<file path="config.mk">
export PLATFORM = sky130hd
export DESIGN_NAME = reaction_session_ctrl
export DESIGN_NICKNAME = d
export VERILOG_FILES = /design/src/rtl/reaction_session_ctrl.sv
export SDC_FILE = /design/constraint.sdc
export NUM_CORES = 1
export LEC_CHECK = 0
export BUFFER_PORTS_ARGS = -buffer_cell sky130_fd_sc_hd__buf_4
export CORE_ASPECT_RATIO = 0.9
export CORE_MARGIN = 1.5
export CORE_UTILIZATION = 40
export DETAILED_ROUTE_END_ITERATION = 12
export GPL_TIMING_DRIVEN = 0
export MAX_ROUTING_LAYER = met4
export PLACE_DENSITY = 0.64
export SLEW_MARGIN = 20
export SYNTH_ARGS = -nofsm -noshare
export SYNTH_HDL_FRONTEND = slang
export SYNTH_SLANG_ARGS = --single-unit
</file>
<file path="constraint.sdc">
create_clock -name clock_i -period 4.8 [get_ports clock_i]
set_clock_uncertainty 0.1 [all_clocks]
set_input_delay 0.48 -clock clock_i [delete_from_list [all_inputs] [get_ports clock_i]]
set_output_delay 0.48 -clock clock_i [all_outputs]
set_load 0.01 [all_outputs]
</file>
<file path="src/rtl/reaction_session_ctrl.sv">
// reaction_session_ctrl: sequences a multi-trial reaction session, classifies trials and keeps best/worst/average stats
module reaction_session_ctrl #(
    parameter int LOG2_TRIALS = 2,
    parameter int MIN_VALID   = 100,
    parameter int GAP_MS      = 1000,
    parameter int MAX_FAILS   = 3
) (
    input  logic                   clock_i,
    input  logic                   reset_i,
    input  logic                   session_start_i,
    input  logic                   react_i,
    input  logic                   random_finish_i,
    input  logic                   react_exceed_i,
    input  logic [31:0]            t_react_i,
    output logic                   trial_start_o,
    output logic [LOG2_TRIALS:0]   trial_idx_o,
    output logic                   busy_o,
    output logic                   false_start_o,
    output logic [7:0]             fail_count_o,
    output logic [31:0]            best_time_o,
    output logic [31:0]            worst_time_o,
    output logic [31:0]            avg_time_o,
    output logic                   session_done_o,
    output logic                   session_abort_o
);
    localparam int GW = $clog2(GAP_MS + 1);

    typedef enum logic [2:0] {IDLE, ARM, MEASURE, CAPTURE, GAP, FINISH, ABORT, DONE} state_t;

    state_t                  state_q;
    logic                    start_q;
    logic [GW-1:0]           gap_q;
    logic [31+LOG2_TRIALS:0] sum_q;
    logic                    trial_start_q, busy_q, false_start_q, done_q, abort_q;
    logic [LOG2_TRIALS:0]    trial_idx_q;
    logic [7:0]              fail_count_q, fail_d;
    logic [31:0]             best_q, worst_q, avg_q;
    logic                    start_edge, gap_last, fail;

    // Trial outcome classification and saturating next fail count
    always_comb begin
        start_edge = session_start_i & ~start_q;
        gap_last   = gap_q == GW'(GAP_MS - 1);
        fail_d     = (fail_count_q == 8'hFF) ? fail_count_q : fail_count_q + 8'd1;
        fail       = (state_q == ARM && !random_finish_i && react_i) ||
                     (state_q == MEASURE && react_exceed_i) ||
                     (state_q == CAPTURE && t_react_i < 32'(MIN_VALID));
    end

    // Session FSM with registered outputs; a failed trial overrides the per-state transition
    always_ff @(posedge clock_i) begin
        if (reset_i) begin
            state_q       <= IDLE;
            start_q       <= 1'b0;
            gap_q         <= '0;
            sum_q         <= '0;
            trial_start_q <= 1'b0;
            busy_q        <= 1'b0;
            false_start_q <= 1'b0;
            done_q        <= 1'b0;
            abort_q       <= 1'b0;
            trial_idx_q   <= '0;
            fail_count_q  <= '0;
            best_q        <= '0;
            worst_q       <= '0;
            avg_q         <= '0;
        end else begin
            start_q       <= session_start_i;
            false_start_q <= 1'b0;
            case (state_q)
                IDLE, DONE: if (start_edge) begin
                    sum_q         <= '0;
                    trial_idx_q   <= '0;
                    fail_count_q  <= '0;
                    best_q        <= '0;
                    worst_q       <= '0;
                    avg_q         <= '0;
                    done_q        <= 1'b0;
                    abort_q       <= 1'b0;
                    busy_q        <= 1'b1;
                    trial_start_q <= 1'b1;
                    state_q       <= ARM;
                end
                ARM: begin
                    if (random_finish_i) state_q <= MEASURE;
                    else if (react_i) false_start_q <= 1'b1;
                end
                MEASURE: if (!react_exceed_i && react_i) state_q <= CAPTURE;
                CAPTURE: begin
                    trial_start_q <= 1'b0;
                    gap_q         <= '0;
                    state_q       <= GAP;
                    if (t_react_i >= 32'(MIN_VALID)) begin
                        sum_q       <= sum_q + (32 + LOG2_TRIALS)'(t_react_i);
                        best_q      <= (trial_idx_q == '0 || t_react_i < best_q) ? t_react_i : best_q;
                        worst_q     <= (trial_idx_q == '0 || t_react_i > worst_q) ? t_react_i : worst_q;
                        trial_idx_q <= trial_idx_q + 1'b1;
                    end
                end
                GAP: begin
                    if (gap_last && !react_i) begin
                        state_q       <= trial_idx_q[LOG2_TRIALS] ? FINISH : ARM;
                        trial_start_q <= !trial_idx_q[LOG2_TRIALS];
                    end else if (!gap_last) gap_q <= gap_q + GW'(1);
                end
                FINISH: begin
                    avg_q   <= sum_q[LOG2_TRIALS +: 32];
                    done_q  <= 1'b1;
                    busy_q  <= 1'b0;
                    state_q <= DONE;
                end
                ABORT: begin
                    avg_q         <= '0;
                    done_q        <= 1'b1;
                    abort_q       <= 1'b1;
                    busy_q        <= 1'b0;
                    trial_start_q <= 1'b0;
                    state_q       <= DONE;
                end
                default: state_q <= IDLE;
            endcase
            if (fail) begin
                fail_count_q  <= fail_d;
                trial_start_q <= 1'b0;
                gap_q         <= '0;
                state_q       <= (fail_d == 8'(MAX_FAILS)) ? ABORT : GAP;
            end
        end
    end

    assign trial_start_o   = trial_start_q;
    assign trial_idx_o     = trial_idx_q;
    assign busy_o          = busy_q;
    assign false_start_o   = false_start_q;
    assign fail_count_o    = fail_count_q;
    assign best_time_o     = best_q;
    assign worst_time_o    = worst_q;
    assign avg_time_o      = avg_q;
    assign session_done_o  = done_q;
    assign session_abort_o = abort_q;
endmodule

</file>
==> impl_metrics.py, run 1 <==
metrics = {
    "layout": {
        "fillers": 2373,
        "drive_above_1_share": 0.167,
        "antenna_cells": 0,
        "area_delta_synth_final_pct": 21.0,
        "nNetsFinal": 1459,
    },
    "yosys": {
        "yosys_warnings": 0,
        "yosys.area_share.simple": 0.203,
        "synth_compound_area_frac": 0.192,
        "synth-edff-count": 0,
        "synthTopCellsByCount": "dfxtp_1 (160), ha_1 (99), nor2_1 (99)",
        "yosysMostFrequentCell": "dfxtp_1",
        "ys_top_cells_by_area": "dfxtp_1 (32%), ha_1 (12%), mux2i_1 (6.8%), nand2b_1 (4.6%), nor2_1 (3.7%)",
        "syn_nets": 1292,
        "synthAdderAreaFrac": 0.126,
        "synthCells": 1154,
        "synth_cell_types": 75,
        "synthMuxAreaShare": 0.0692,
        "synth_top_area_cell": "dfxtp_1",
        "syn_area_sq_um": 10000,
        "avgSynthCellArea_sq_um": 8.67,
        "ys_ff_latch": 160,
        "async_flop_share": 0,
        "yosysSeqAreaShare": 0.320,
        "synth_top_family_by_area": "simple AND/OR/NAND/NOR gates",
        "synth_xor_area_frac": 0.0333,
        "synth_flop_cell": "dfxtp_1",
        "synth_top_cell_area_share": 0.320,
    },
    "sta": {
        "fin_setup_tns_ns": 0,
        "slew_headroom": 0.446,
        "timing.fmax_mhz": 323,
        "layout_min_cycle_time_ns": 3.09,
        "worst_pin_slew_ns": 0.831,
        "final-setup-viol-count": 0,
        "rsz0062_at_grt": "false",
        "hold_violations": 0,
        "final_max_slew_viol_count": 0,
        "fin_crit_sh": 0.645,
    },
    "worst_hold_path": {
        "min_path_type": "in -> reg",
    },
    "routing": {
        "wirelength_mm": 29.9,
        "wl_per_cell_um": 17.9,
        "dr.pass1.iters": 8,
        "via_per_inst": 5.42,
        "vias": 9055,
        "first_iter_violations": 570,
        "drc": 0,
        "postRouteAntennaNets": 0,
    },
    "outcome": {
        "status": "finished, final reports clean",
    },
    "placement": {
        "dp_hpwl_mm": 23.0,
        "gp_routability_congestion": 0.945,
        "port_buffers": 148,
    },
    "floorplanning": {
        "num_rows": 54,
        "fp.dieArea_sq_um": 26000,
        "start_util": 0.410,
        "die_h_um": 153,
        "core_area_sq_um": 24400,
        "io_pins": 150,
        "die_w_um": 170,
    },
    "worst_setup_path": {
        "reg2reg_setup_slack_ns": 1.71,
        "required_ns": 5.07,
        "cp-end-kind": "register",
        "crit_arrival_ns": 3.36,
        "start_kind": "register",
        "path_class": "reg -> reg",
        "crit_path_max_fanout": 10,
    },
    "clock_network": {
        "cts_inserted_buffers": 17,
        "cts_resized": 0,
        "path_clk_slew_ns": 0.07,
        "clk_latency_ns": 0.44,
        "clkSinkCount": 160,
        "clk_path_buf_depth": 2,
        "cts_tree": "done",
        "h-tree-depth": 4,
        "postCtsHoldBufs": 0,
        "root_buffer": "clkbuf_16",
        "postCtsSetupBuffers": 0,
    },
    "global_route": {
        "grt_pass1_wl_mm": 47.0,
        "grt_pass1_vias": 8512,
        "grt_antenna_before_repair": 0,
        "grt_max_degree": 17,
        "track_usage": 0.239,
        "overflow": 0,
    },
    "power_and_ir_drop": {
        "p_leak_uw": 0.00504,
        "power_uw": 3810,
        "power_density_nw_per_um2": 315,
        "vdd_ir_drop_max_v": 0.000219,
    },
    "flow_run": {
        "cap_violations": 0,
    },
}
==> placed cells by master (no fill, tap or decap), types with 4 or more instances in the layout <==
master / n
xnor2_1: 18
nor4_1: 9
xor2_1: 20
inv_6: 4
nor2_1: 99
and3_1: 9
a31oi_1: 6
nand2b_1: 74
a22oi_1: 42
mux2i_1: 68
and4_1: 5
o21ai_0: 24
clkbuf_1: 40
nand3b_1: 31
or4_1: 6
nand3_1: 23
nor2b_1: 11
inv_1: 78
dfxtp_1: 160
nand2_1: 45
a22o_1: 13
nor3_1: 12
ha_1: 99
o21a_1: 9
o21ai_2: 4
clkinvlp_4: 6
buf_4: 149
nand4_1: 26
buf_2: 10
a21oi_1: 70
a21o_1: 45
or3_1: 6
o21ai_1: 11
a211oi_1: 6
buf_6: 6
a311oi_1: 4
and2_1: 5
clkbuf_16: 17
o211ai_1: 10
==> final timing paths <==
check                    end  cells past startpoint       startpoint
max          best_time_o[29]                     12  best_time_o[13]
min                  start_q                      2  session_start_i
max reg2reg  best_time_o[29]                     12  best_time_o[13]
min reg2reg         sum_q[7]                      2         sum_q[7]
==> flip-flops by register name (all words and copies together) (netlist names), 3 cells and up <==
signal        cells
avg_time_o       32
best_time_o      32
sum_q            34
trial_idx_o       3
fail_count_o      8
state_q           3
gap_q            10
worst_time_o     32
==> critical path: stages, from the launching register on <==
cell,delay [ns]
dfxtp_1,0.36
inv_1,0.06
ha_1,0.28
a21o_1,0.18
a21o_1,0.16
a21oi_1,0.17
o21a_1,0.19
o211ai_1,0.21
a21oi_1,0.38
o311a_1,0.21
buf_2,0.26
buf_6,0.25
mux2i_1,0.20
==> area by class of cell <==
cell class / instances / area (sq um) / area share
Sequential cell: 160 / 3200 / 0.265
Timing Repair Buffer: 148 / 1110 / 0.0918
Buffer: 57 / 275 / 0.0227
Inverter: 79 / 297 / 0.0245
Tap cell: 336 / 420 / 0.0347
Multi-Input combinational cell: 858 / 6240 / 0.515
Clock inverter: 14 / 133 / 0.0110
Clock buffer: 18 / 429 / 0.0355
==> power by group <==
group	internal (uW)	total, uW	switching [uW]
logic	403	1050	650
registers	1380	1430	54.2
clock network	720	1330	612
==> metal layers <==
metal | routed length, um | vias up | share of wire | track usage
met5 | 0 | - | 0 | -
met4 | 461 | 0 | 0.015 | 0.0590
met3 | 1700 | 33 | 0.057 | 0.0417
met2 | 12900 | 273 | 0.43 | 0.350
met1 | 14900 | 4242 | 0.50 | 0.339
li1 | - | 4507 | - | -
==> kinds of logic after synthesis <==
logic type | Yosys count
fa+ha+maj | 100
simple gates | 376
flops | 160
mux | 69
compound gates | 275
xor+xnor | 38
buf+inv | 136
==> metrics by stage <==
step | hold WS [ns] | util | setup slack, ns | cell area, sq um | std cells
2_1_floorplan | 0.343 | - | 2.00 | 10000 | 1154
3_3_place_gp | 0.362 | 0.473 | 1.44 | 11500 | 1638
3_5_place_dp | 0.368 | 0.473 | 1.47 | 11500 | 1638
4_1_cts | 0.182 | 0.496 | 1.68 | 12100 | 1670
5_1_grt | 0.204 | 0.496 | 1.55 | 12100 | 1670
6_report | 0.187 | 0.496 | 1.71 | 12100 | 1670
(Power assumes the default switching activity.)
==> inputs of run 2 (changes only) <==
PLACE_DENSITY = 0.67   (was 0.64)
clock period = 2.6 ns   (was 4.8 ns; I/O delays follow)
==> run 2 against run 1 <==
- the run now ends with setup timing left
- die area is the same
- sequential share of layout area down 1.8 points
- global-route usage up 1.3 points
- cell area grew 8.7%
- critical path type unchanged
- largest cell class unchanged
==> impl_metrics.py, run 2 (same netlist as run 1, synthesis figures left out) <==
metrics = {
    "clock_network": {
        "clk_latency_ns": 0.44,
        "cts_inserted_buffers": 17,
        "clk_path_buf_depth": 2,
        "root_buffer": "clkbuf_16",
        "clkSinkCount": 160,
        "path_clk_slew_ns": 0.07,
        "cts_tree": "done",
        "h-tree-depth": 4,
    },
    "worst_hold_path": {
        "worstHoldStart": "react_i",
        "holdPathStages": 2,
        "min_path_type": "in -> reg",
        "hold_end": "false_start_o",
    },
    "layout": {
        "mostFrequentLayoutCells": "buf_4 (183), dfxtp_1 (132), nor2_1 (96)",
        "drive_above_1_share": 0.261,
        "nNetsFinal": 1502,
        "largest_reg_flops": 34,
        "utilization": 0.539,
        "fillers": 2226,
        "area_delta_synth_final_pct": 31.5,
        "largest_register": "sum_q",
        "antenna_cells": 0,
        "final_common_cell": "buf_4",
    },
    "sta": {
        "hold-worst-slack_ns": 0.0606,
        "final-setup-viol-count": 36,
        "rsz0062_at_grt": "true",
        "layout_min_cycle_time_ns": 2.75,
        "final_max_slew_viol_count": 0,
        "setup_ws_ns": -0.147,
        "slew_headroom": 0.463,
        "fin_crit_sh": 1.06,
        "hold_violations": 0,
        "timing.fmax_mhz": 364,
        "worst_pin_slew_ns": 0.806,
    },
    "floorplanning": {
        "die_h_um": 153,
        "num_rows": 54,
        "fp.dieArea_sq_um": 26000,
        "io_pins": 150,
        "core_area_sq_um": 24400,
        "start_util": 0.410,
        "die_w_um": 170,
    },
    "routing": {
        "wl_per_cell_um": 18.7,
        "drc": 0,
        "dr.pass1.iters": 5,
        "wirelength_mm": 32.0,
        "vias": 9405,
        "via_per_inst": 5.49,
        "postRouteAntennaNets": 0,
        "first_iter_violations": 651,
    },
    "global_route": {
        "grt_antenna_before_repair": 0,
        "grt_max_degree": 17,
        "grt_pass1_wl_mm": 49.5,
        "track_usage": 0.252,
        "overflow": 0,
        "grt_pass1_vias": 8944,
    },
    "worst_setup_path": {
        "reg2reg_setup_slack_ns": -0.15,
        "crit_arrival_ns": 2.98,
        "crit_path_max_fanout": 3,
        "r2r_end": "sum_q[28]",
        "cp-end-kind": "register",
        "critPathBufInv": 1,
        "crit_path_cell_trace": "ha_4, inv_2, fa_2, nand2b_4, a21oi_4, o21ai_4, or4_4, a311oi_4, nor2_4, xnor2_1, a22o_1",
        "r2r-start": "sum_q[0]",
        "start_kind": "register",
        "slowest_stage": "or4_4",
        "path_class": "reg -> reg",
        "slowest_delay_ns": 0.44,
        "crit_family": "compound AO/OA/AOI/OAI gates",
        "reg2reg_depth": 11,
        "required_ns": 2.83,
    },
    "power_and_ir_drop": {
        "switching_share": 0.328,
        "p_sw_uw": 2570,
        "vdd_ir_drop_max_v": 0.000447,
        "p_int_uw": 5280,
        "power_density_nw_per_um2": 597,
        "pwr-share-seq": 0.336,
        "p_clk_frac": 0.358,
        "comb_power_share": 0.306,
        "p_leak_uw": 0.00547,
    },
    "flow_run": {
        "cap_violations": 0,
    },
    "placement": {
        "gp_routability_congestion": 0.933,
        "port_buffers": 148,
        "dp_hpwl_mm": 23.2,
    },
    "outcome": {
        "status": "finished, violations left",
        "violations": "setup timing",
    },
}
run 2: cell types whose count changed in the layout (fill, tap and decap cells not counted), moves of 5 or more:
cell,delta
dfxtp_1,-28
ha_1,-21
a21oi_1,-13
a21oi_2,+12
inv_2,+9
dfxtp_2,+24
buf_12,+11
buf_4,+34
ha_4,+16
inv_1,-10
ha_2,+5
run 2: timing repair:
action	4_1_cts	5_1_grt
endpoints found under the setup margin	102	92
resized for setup	100	42
gates cloned	4	1
pin swaps	42	33
endpoints found under the hold margin	0	1
setup buffers	26	16
hold buffers	0	1
run 2: how the worst max path moves through the flow:
stage / start / endpoint / slack [ns] / depth (start not counted)
finish: sum_q[0] / sum_q[28] / -0.15 / 11
global route: best_time_o[15] / best_time_o[2] / -0.24 / 11
CTS: best_time_o[13] / best_time_o[30] / -0.13 / 12
detailed placement: t_react_i[13] / best_time_o[2] / -0.53 / 12
global placement: t_react_i[13] / best_time_o[4] / -0.50 / 12
floorplan: sum_q[0] / sum_q[30] / 0.02 / 11
run 2: stage by stage:
stage | TNS, ns | area [sq um] | worst slack, ns | instances | total power (uW)
after floorplan | 0 | 10000 | 0.0165 | 1154 | 4010
after global routing | -7.98 | 13200 | -0.242 | 1712 | 8160
after global placement | -31.11 | 11500 | -0.496 | 1638 | 4580
final | -3.86 | 13200 | -0.147 | 1712 | 7850
after detailed placement | -31.42 | 11500 | -0.534 | 1638 | 4610
after CTS | -2.17 | 13000 | -0.126 | 1699 | 7920
run 2: layer usage:
| metal | global-route usage | up-vias | part of all wire |
|---|---|---|---|
| met5 | - | - | 0 |
| li1 | - | 4568 | - |
| met4 | 0.0582 | 0 | 0.013 |
| met1 | 0.346 | 4516 | 0.47 |
| met2 | 0.390 | 286 | 0.46 |
| met3 | 0.0370 | 35 | 0.058 |
run 2: area by class of cell:
| type | instances | area (sq um) | area share |
|---|---|---|---|
| Multi-Input combinational cell | 858 | 6680 | 0.507 |
| Clock buffer | 18 | 429 | 0.0326 |
| Tap cell | 336 | 420 | 0.0320 |
| Sequential cell | 160 | 3250 | 0.247 |
| Inverter | 79 | 299 | 0.0227 |
| Clock inverter | 13 | 210 | 0.0160 |
| Buffer | 56 | 334 | 0.0254 |
| Timing Repair Buffer | 192 | 1540 | 0.117 |
run 2: worst register-to-register path, cell delays in order, from the launching register on:
cell,delay (ns)
dfxtp_2,0.35
ha_4,0.14
inv_2,0.03
fa_2,0.33
nand2b_4,0.17
a21oi_4,0.21
o21ai_4,0.09
or4_4,0.44
a311oi_4,0.35
nor2_4,0.09
xnor2_1,0.14
a22o_1,0.20
run 2: power groups by stage:
stage          registers [uW]  clock network [uW]  logic [uW]
6_report                 2640                2810        2400
5_1_grt                  2650                2940        2570
4_1_cts                  2640                2830        2450
3_5_place_dp             2690                   0        1920
3_3_place_gp             2690                   0        1890
2_1_floorplan            2680                   0        1330
